File: config.mk
export PLATFORM = sky130hd
export DESIGN_NAME = sprite_scheduler
export DESIGN_NICKNAME = d
export VERILOG_FILES = /design/src/rtl/galaga_pkg.sv /design/src/rtl/sprite_scheduler.sv
export SDC_FILE = /design/constraint.sdc
export NUM_CORES = 1
export LEC_CHECK = 0
export ABC_AREA = 1
export CAP_MARGIN = 0
export CORE_ASPECT_RATIO = 1.2
export CORE_MARGIN = 3
export CORE_UTILIZATION = 45
export DETAILED_ROUTE_END_ITERATION = 12
export PLACE_DENSITY = 0.8
export RECOVER_POWER = 25
export SLEW_MARGIN = 20
export SYNTH_ARGS = -nofsm -noshare
export SYNTH_HDL_FRONTEND = slang
export SYNTH_SLANG_ARGS = --single-unit
File: constraint.sdc
create_clock -name CLOCK_50 -period 1.6 [get_ports CLOCK_50]
set_clock_uncertainty 0.1 [all_clocks]
set_input_delay 0.32 -clock CLOCK_50 [delete_from_list [all_inputs] [get_ports CLOCK_50]]
set_output_delay 0.32 -clock CLOCK_50 [all_outputs]
set_load 0.01 [all_outputs]
File: src/rtl/galaga_pkg.sv
// galaga_pkg: types and constants shared by the sprite scheduler, the blitter and the
// VGA controller.
//   sprite_entry_t : one sprite table entry {active, id, x, y}
//   sched_state_t  : frame scheduler FSM state encoding
package galaga_pkg;

    localparam int unsigned COORD_W = 10;  // x/y coordinate width (640x480 space)
    localparam int unsigned ID_W    = 4;   // sprite bitmap id width

    typedef struct packed {
        logic               active;
        logic [ID_W-1:0]    id;
        logic [COORD_W-1:0] x;
        logic [COORD_W-1:0] y;
    } sprite_entry_t;

    typedef enum logic [2:0] {
        StIdle     = 3'd0,
        StClear    = 3'd1,
        StFetch    = 3'd2,
        StWaitRd   = 3'd3,
        StIssue    = 3'd4,
        StWaitDone = 3'd5,
        StNext     = 3'd6,
        StSwap     = 3'd7
    } sched_state_t;

endpackage

File: src/rtl/sprite_scheduler.sv
// sprite_scheduler: per-frame controller for the sprite-draw datapath.
// On each vsync start it clears the back buffer, walks the sprite table, sends one draw
// command per active sprite to the blitter (valid/ready), then swaps front/back buffers.
// Ports:
//   CLOCK_50, RESET_N          clock, async active-low reset
//   vsync_n                    VGA vertical sync (low = pulse); falling edge starts a frame
//   tbl_rd_en/tbl_addr         sprite table read strobe/address
//   tbl_rd_data                table entry, valid one cycle after tbl_rd_en
//   fb_clear_req/fb_clear_done back-buffer clear handshake
//   blit_valid/blit_ready      draw command handshake carrying blit_x/blit_y/blit_id
//   blit_done                  pulse: accepted command fully drawn
//   buffer_sel                 displayed buffer; back buffer is ~buffer_sel
//   frame_busy                 frame in progress
//   frame_overrun/overrun_clr  sticky "vsync while busy" flag and its clear
//   draw_count                 sprites drawn in the last completed frame
module sprite_scheduler
    import galaga_pkg::*;
#(
    parameter int unsigned NUM_SPRITES = 16,
    parameter int unsigned IDX_W       = $clog2(NUM_SPRITES),
    parameter int unsigned COORD_W     = galaga_pkg::COORD_W,
    parameter int unsigned ID_W        = galaga_pkg::ID_W
) (
    input  logic               CLOCK_50,
    input  logic               RESET_N,
    input  logic               vsync_n,
    output logic               tbl_rd_en,
    output logic [IDX_W-1:0]   tbl_addr,
    input  sprite_entry_t      tbl_rd_data,
    output logic               fb_clear_req,
    input  logic               fb_clear_done,
    output logic               blit_valid,
    input  logic               blit_ready,
    output logic [COORD_W-1:0] blit_x,
    output logic [COORD_W-1:0] blit_y,
    output logic [ID_W-1:0]    blit_id,
    input  logic               blit_done,
    output logic               buffer_sel,
    output logic               frame_busy,
    output logic               frame_overrun,
    input  logic               overrun_clr,
    output logic [IDX_W:0]     draw_count
);

    localparam logic [IDX_W-1:0] LastSlot = IDX_W'(NUM_SPRITES - 1);

    sched_state_t   state_q, state_d;
    logic [IDX_W-1:0] slot_q, slot_d;
    sprite_entry_t  entry_q, entry_d;
    logic [IDX_W:0] run_cnt_q, run_cnt_d;
    logic [IDX_W:0] draw_count_q, draw_count_d;
    logic           buffer_sel_q, buffer_sel_d;
    logic           overrun_q, overrun_d;
    logic           vsync_q;
    logic           start_q;

    always_ff @(posedge CLOCK_50 or negedge RESET_N) begin
        if (!RESET_N) begin
            state_q      <= StIdle;
            slot_q       <= '0;
            entry_q      <= '0;
            run_cnt_q    <= '0;
            draw_count_q <= '0;
            buffer_sel_q <= 1'b0;
            overrun_q    <= 1'b0;
            // Idle level of vsync_n, so a low input out of reset is not an edge.
            vsync_q      <= 1'b1;
            start_q      <= 1'b0;
        end else begin
            state_q      <= state_d;
            slot_q       <= slot_d;
            entry_q      <= entry_d;
            run_cnt_q    <= run_cnt_d;
            draw_count_q <= draw_count_d;
            buffer_sel_q <= buffer_sel_d;
            overrun_q    <= overrun_d;
            vsync_q      <= vsync_n;
            start_q      <= vsync_q & ~vsync_n;
        end
    end

    always_comb begin
        state_d      = state_q;
        slot_d       = slot_q;
        entry_d      = entry_q;
        run_cnt_d    = run_cnt_q;
        draw_count_d = draw_count_q;
        buffer_sel_d = buffer_sel_q;
        overrun_d    = overrun_q;

        tbl_rd_en    = 1'b0;
        fb_clear_req = 1'b0;
        blit_valid   = 1'b0;

        unique case (state_q)
            StIdle: begin
                if (start_q) begin
                    run_cnt_d = '0;
                    state_d   = StClear;
                end
            end
            StClear: begin
                fb_clear_req = 1'b1;
                if (fb_clear_done) begin
                    slot_d  = '0;
                    state_d = StFetch;
                end
            end
            StFetch: begin
                tbl_rd_en = 1'b1;
                state_d   = StWaitRd;
            end
            StWaitRd: begin
                entry_d = tbl_rd_data;
                state_d = tbl_rd_data.active ? StIssue : StNext;
            end
            StIssue: begin
                blit_valid = 1'b1;
                if (blit_ready) state_d = StWaitDone;
            end
            StWaitDone: begin
                if (blit_done) begin
                    run_cnt_d = run_cnt_q + 1'b1;
                    state_d   = StNext;
                end
            end
            StNext: begin
                if (slot_q == LastSlot) begin
                    state_d = StSwap;
                end else begin
                    slot_d  = slot_q + 1'b1;
                    state_d = StFetch;
                end
            end
            StSwap: begin
                buffer_sel_d = ~buffer_sel_q;
                draw_count_d = run_cnt_q;
                state_d      = StIdle;
            end
            default: state_d = StIdle;
        endcase

        // A start outside IDLE (SWAP included) is dropped and only flagged; clear wins.
        if (start_q && (state_q != StIdle)) overrun_d = 1'b1;
        if (overrun_clr) overrun_d = 1'b0;
    end

    assign tbl_addr      = slot_q;
    assign blit_x        = entry_q.x;
    assign blit_y        = entry_q.y;
    assign blit_id       = entry_q.id;
    assign buffer_sel    = buffer_sel_q;
    assign frame_busy    = (state_q != StIdle);
    assign frame_overrun = overrun_q;
    assign draw_count    = draw_count_q;

endmodule

== Word level (Yosys, flattened, before mapping) ==
Cells that the tools add are included.
Storage, ports and cells
  flip-flop bits (word level): 45
  bits in latches: 0
  bits in writable memories: 0
  ROM bits: 0
  output and inout bits: 39
  memories: 0
Operators by class
  add/subtract/negate cells: 2
  $mul: 0
  divide/modulo/power cells: 0
  order comparisons: 0
  eq/ne operators: 13
  shift operators: 0
  multiplexer cells: 18
  bitwise gates (word level): 3
  reduce and logical (&&, ||, !) cells: 9
Operators by type and width (number)
  $pmux 3 s8: 1
  $mux 3: 5
  $eq 3x3->1 const B: 4
  $mux 5: 2
  $ne 2x2->1 const B: 5
  $pmux 5 s2: 1
  $mux 4: 2
  $pmux 4 s2: 1
  $eq 3x2->1 const B: 2
  $reduce_and 3->1: 2
  $reduce_bool 2->1: 3
  $add 5x1->5 const B: 1
  $mux 1: 5
  $add 4x1->4 const B: 1
  $eq 4x4->1 const B: 1
  $reduce_and 4->1: 1
  $eq 3x1->1 const B: 1
  $logic_not 3->1: 1
  $reduce_bool 3->1: 1
  $mux 2: 1
  $not 1->1: 2
  $and 1x1->1: 1
  $logic_and 1x1->1: 1

== Logic depth before layout (Yosys ltp) ==
  word-level depth: 4
  gate-level depth with buffers: 8
  mapped depth without buffers: 7

== Worst setup path before layout ==
No wires, ideal clock.
  path kind: reg-to-reg
  start: register slot_q[0] (netlist: tbl_addr[0])
  end: register slot_q[3] (netlist: tbl_addr[3])
  setup time: 0.065 ns
  data arrival time: 1.145 ns
  required time: 1.435 ns
  path slack: 0.290 ns
  cell stages (with the launch flop): 8
  buffers on the path: 0
  period minus slack after synthesis: 1.310 ns
  path through: dfrtp_1 > ha_1 > nand3_1 > nor2_2 > inv_2 > nand2_2 > nand2_1 > nand2_1
On the way
  cells in the longest elaborated chain, start to end: 3
  elaborated cells on any way between the ends: 6
RTL lines
  start, declared: RTL line sprite_scheduler.sv:48  | logic [IDX_W-1:0] slot_q, slot_d;
  start signal, assigned: RTL line sprite_scheduler.sv:71  | slot_q <= slot_d;
  $add 4x1->4 / $eq 4x4->1 (equally long branches): RTL line sprite_scheduler.sv:131, sprite_scheduler.sv:128
  $mux 4 / $ne 2x2->1 (equally long branches)
  $pmux 4 s2 / $reduce_and 3->1 (equally long branches)
Parallel ways exist; a longest one is shown, timed or not. The select of a mux whose other input is x is not followed.
A chain may end at the register's enable or synchronous reset.

== Worst setup path after layout ==
  start: register state_q[0]
  end: output port fb_clear_req
On the way
  cells in the longest elaborated chain, start to end: 2
RTL lines
  start, declared: RTL line sprite_scheduler.sv:47  | sched_state_t state_q, state_d;
  start signal, assigned: RTL line sprite_scheduler.sv:59  | state_q <= StIdle;
  start signal, assigned: RTL line sprite_scheduler.sv:70  | state_q <= state_d;
  $eq 3x1->1: RTL line sprite_scheduler.sv:95  | unique case (state_q)
  $mux 1: RTL line sprite_scheduler.sv:95
  end, declared: RTL line sprite_scheduler.sv:30  | output logic fb_clear_req,
Every way passes these cells.

==> results by group <==
CTS
  • Worst skew pair latency: around 300 ps
  • TritonCTS clock tree: built
  • CTS Root Cell: clkbuf_8
  • CTS max path bufs: 2
  • Clock transition at the registers of the reported paths: roughly 90 ps
  • # clock sinks: 45
  • H-tree depth reported by CTS: 2
  • TritonCTS Buffers: 5

Critical path
  • Max FO, Critical Path: 5
  • Crit. End Element: primary output
  • Worst reg2reg path endpoint: tbl_addr[0]
  • Crit path required time: 1180 ps
  • Startpoint Class: flop
  • Worst path arrival time: 1120 ps
  • Crit path capture: fb_clear_req
  • Critical path type: reg -> out
  • R2R Path Start: state_q[0]
  • Flop-to-flop setup slack: around 80 ps
  • Critical path startpoint: state_q[0]
  • R2R cell count: 9

Die
  • DIE AREA: between 0.005 and 0.006 mm²
  • Die width: just under 70 µm
  • Site Rows: 26
  • Initial Utilization: 0.473
  • Die Y: ~80 µm
  • # IOs: between 70 and 80
  • Core footprint: about 0.0043 mm²

Job
  • Max Cap Viol: 0

Drt
  • Via count: 1881
  • Post-route ant nets: 0
  • Drt total wl: 4860 µm
  • TritonRoute pass-1 iters: 4
  • Detail-routed via count per cell: 4.86
  • DR WL/cell: roughly 13 µm
  • Post-route DRC violation count: 0
  • Iteration-0 DRC Markers: 99

GRT
  • Initial antenna violation count: 0
  • Overflow after GRT: 0
  • Number of global-route vias before repair: about 1800
  • First-pass GRT wire length: slightly below 8000 µm
  • Largest net degree at the start of global routing: 28
  • Total track usage: 0.195

Yosys
  • Async S/R FF share, synth: 1.00
  • Mapped Cells: 242
  • Syn nets: ~280
  • Top FF cell, synth: dfrtp_1
  • Synthesized cell area: roughly 0.0020 mm²
  • Post-synthesis sequential area ratio: 0.551
  • Synth Register Bits: 45
  • YS warnings: 0
  • Post-synth EDFFs: 0
  • Yosys cell types: 25
  • Avg Cell Area, Syn: between 8 and 9 µm²

Layout
  • Antenna diodes: 0
  • Most frequent cells in the layout: nand2_1, dfrtp_1, nand3_1, dlygate4sd2_1, clkdlybuf4s50_1
  • Layout cells sized above 1: 0.145
  • Nets: 364
  • Fill cells: about 380
  • Synth-to-Final Area Change: 44.9%
  • Post-route cell area: about 0.003 mm²
  • Commonest non-fill, non-tap cell in the layout: nand2_1
  • Final core occ: 0.685

Timing
  • Period utilization: 0.965
  • Fin. max-slew vios: 0
  • Final Hold Viols: 0
  • F_max: approximately 0.65 GHz
  • Final setup violation count: 0
  • Min Hold Slack: approximately 340 ps
  • Worst rel slew slack: 0.692
  • RSZ-0062 raised after global routing: yes
  • Crit path time final: between 1500 and 2000 ps
  • Worst slew pin tran: about 460 ps

Power and ir drop
  • Clock power frac: 0.171
  • Flop pwr share: 0.363
  • Switching Fraction: 0.387
  • NetSw: slightly below 2000 µW
  • Internal power: approximately 3100 µW
  • Combinational share of power: 0.466
  • Cell Pwr Density: roughly 1700 mW/mm²
  • Leakage: approximately 0.0016 µW
  • Peak supply drop: 0.995 mV

Min path
  • Worst Hold Class: in -> async

Placed design
  • IO Port Bufs: 70
  • Placed cell area: 0.00284 mm²
  • Hpwl dp: 3530 µm
  • GPL Wtd Cong: between 0.7 and 0.8

Outcome
  • Status: complete, no violations
## state kept, by name, indices dropped and copies added, names as in the netlist
register and flops:
blit_id 4, tbl_addr 4, run_cnt_q 5, frame_overrun 1, buffer_sel 1, blit_x 10
state_q 3, blit_y 10, draw_count 5, start_q 1, vsync_q 1
## how the worst min path moves through the flow
stage,start,end,slack [ps]
6_report,RESET_N,draw_count[1],340
3_3_place_gp,RESET_N,draw_count[4],140
2_1_floorplan,RESET_N,blit_id[0],-80
5_1_grt,vsync_q,start_q,370
4_1_cts,RESET_N,draw_count[1],340
3_5_place_dp,RESET_N,draw_count[0],150
## area by class of cell
cell class / instances / area, µm² / share of cell area
clock buffer: 6 / 72.6 / 0.0245
clock inverter: 2 / 38.8 / 0.0131
tap: 56 / 70.1 / 0.0236
timing repair buffer: 92 / 793 / 0.268
multi-input combinational: 170 / 798 / 0.269
sequential: 45 / 1130 / 0.381
inverter: 16 / 62.6 / 0.0211
## kinds of logic after synthesis
logic type,share of synthesized area
AOI/OAI and AO/OA,0.0269
xor gates and xnor gates,0.00856
adders and majority gates,0.0122
buffers and inverters,0.0661
DFF,0.551
and+or+nand+nor,0.335
## metrics by stage
step | power (µW) | worst slack, ps | cells | setup TNS (ps)
2_1_floorplan | 3110 | 290 | 242 | 0
3_3_place_gp | 4270 | -31.3 | 371 | -39.3
3_5_place_dp | 4350 | -36.5 | 371 | -36.5
4_1_cts | 5000 | -25.5 | 385 | -28.2
5_1_grt | 5380 | -2.02 | 387 | -5.67
6_report | 4990 | 56.7 | 387 | 0
## worst max-delay path, cell delays in order (launching register included)
cell and delay (ps):
dfrtp_2 440, buf_4 150, nand3_2 70, inv_1 40, buf_2 130
## power by group through the flow
stage          Sequential [µW]  Combinational, µW  Clock, µW
5_1_grt                   1870               2590        925
3_5_place_dp              1860               2480          0
2_1_floorplan             2010               1110          0
6_report                  1810               2320        854
4_1_cts                   1810               2310        880
3_3_place_gp              1860               2410          0
## cell usage after synthesis (all sizes together), types with 2 or more instances
master,number,share of area
a21oi,3,0.0073
buf,10,0.035
dfrtp,44,0.54
ha,2,0.012
inv,16,0.029
nand2,93,0.18
nand3,42,0.11
nand3b,3,0.011
nand4,3,0.0092
nor2,11,0.021
nor3,2,0.0049
o21ai,8,0.020
## metal layers
layer | wire (µm) | up-vias | GRT usage | part of all wire
met2 | 2340 | 60 | 0.310 | 0.48
met1 | 2150 | 867 | 0.246 | 0.44
li1 | - | 949 | - | -
met4 | 65 | 0 | 0.0730 | 0.013
met3 | 303 | 5 | 0.0592 | 0.062
met5 | 0 | - | 0 | 0
## timing repair
action	in CTS	in global routing
setup buffers	5	2
gates resized for setup	51	7
pin swaps	1	0
setup endpoints to repair	39	32
hold buffers	1	0
hold endpoints to repair	12	0
Power figures use the tool's default switching activity.
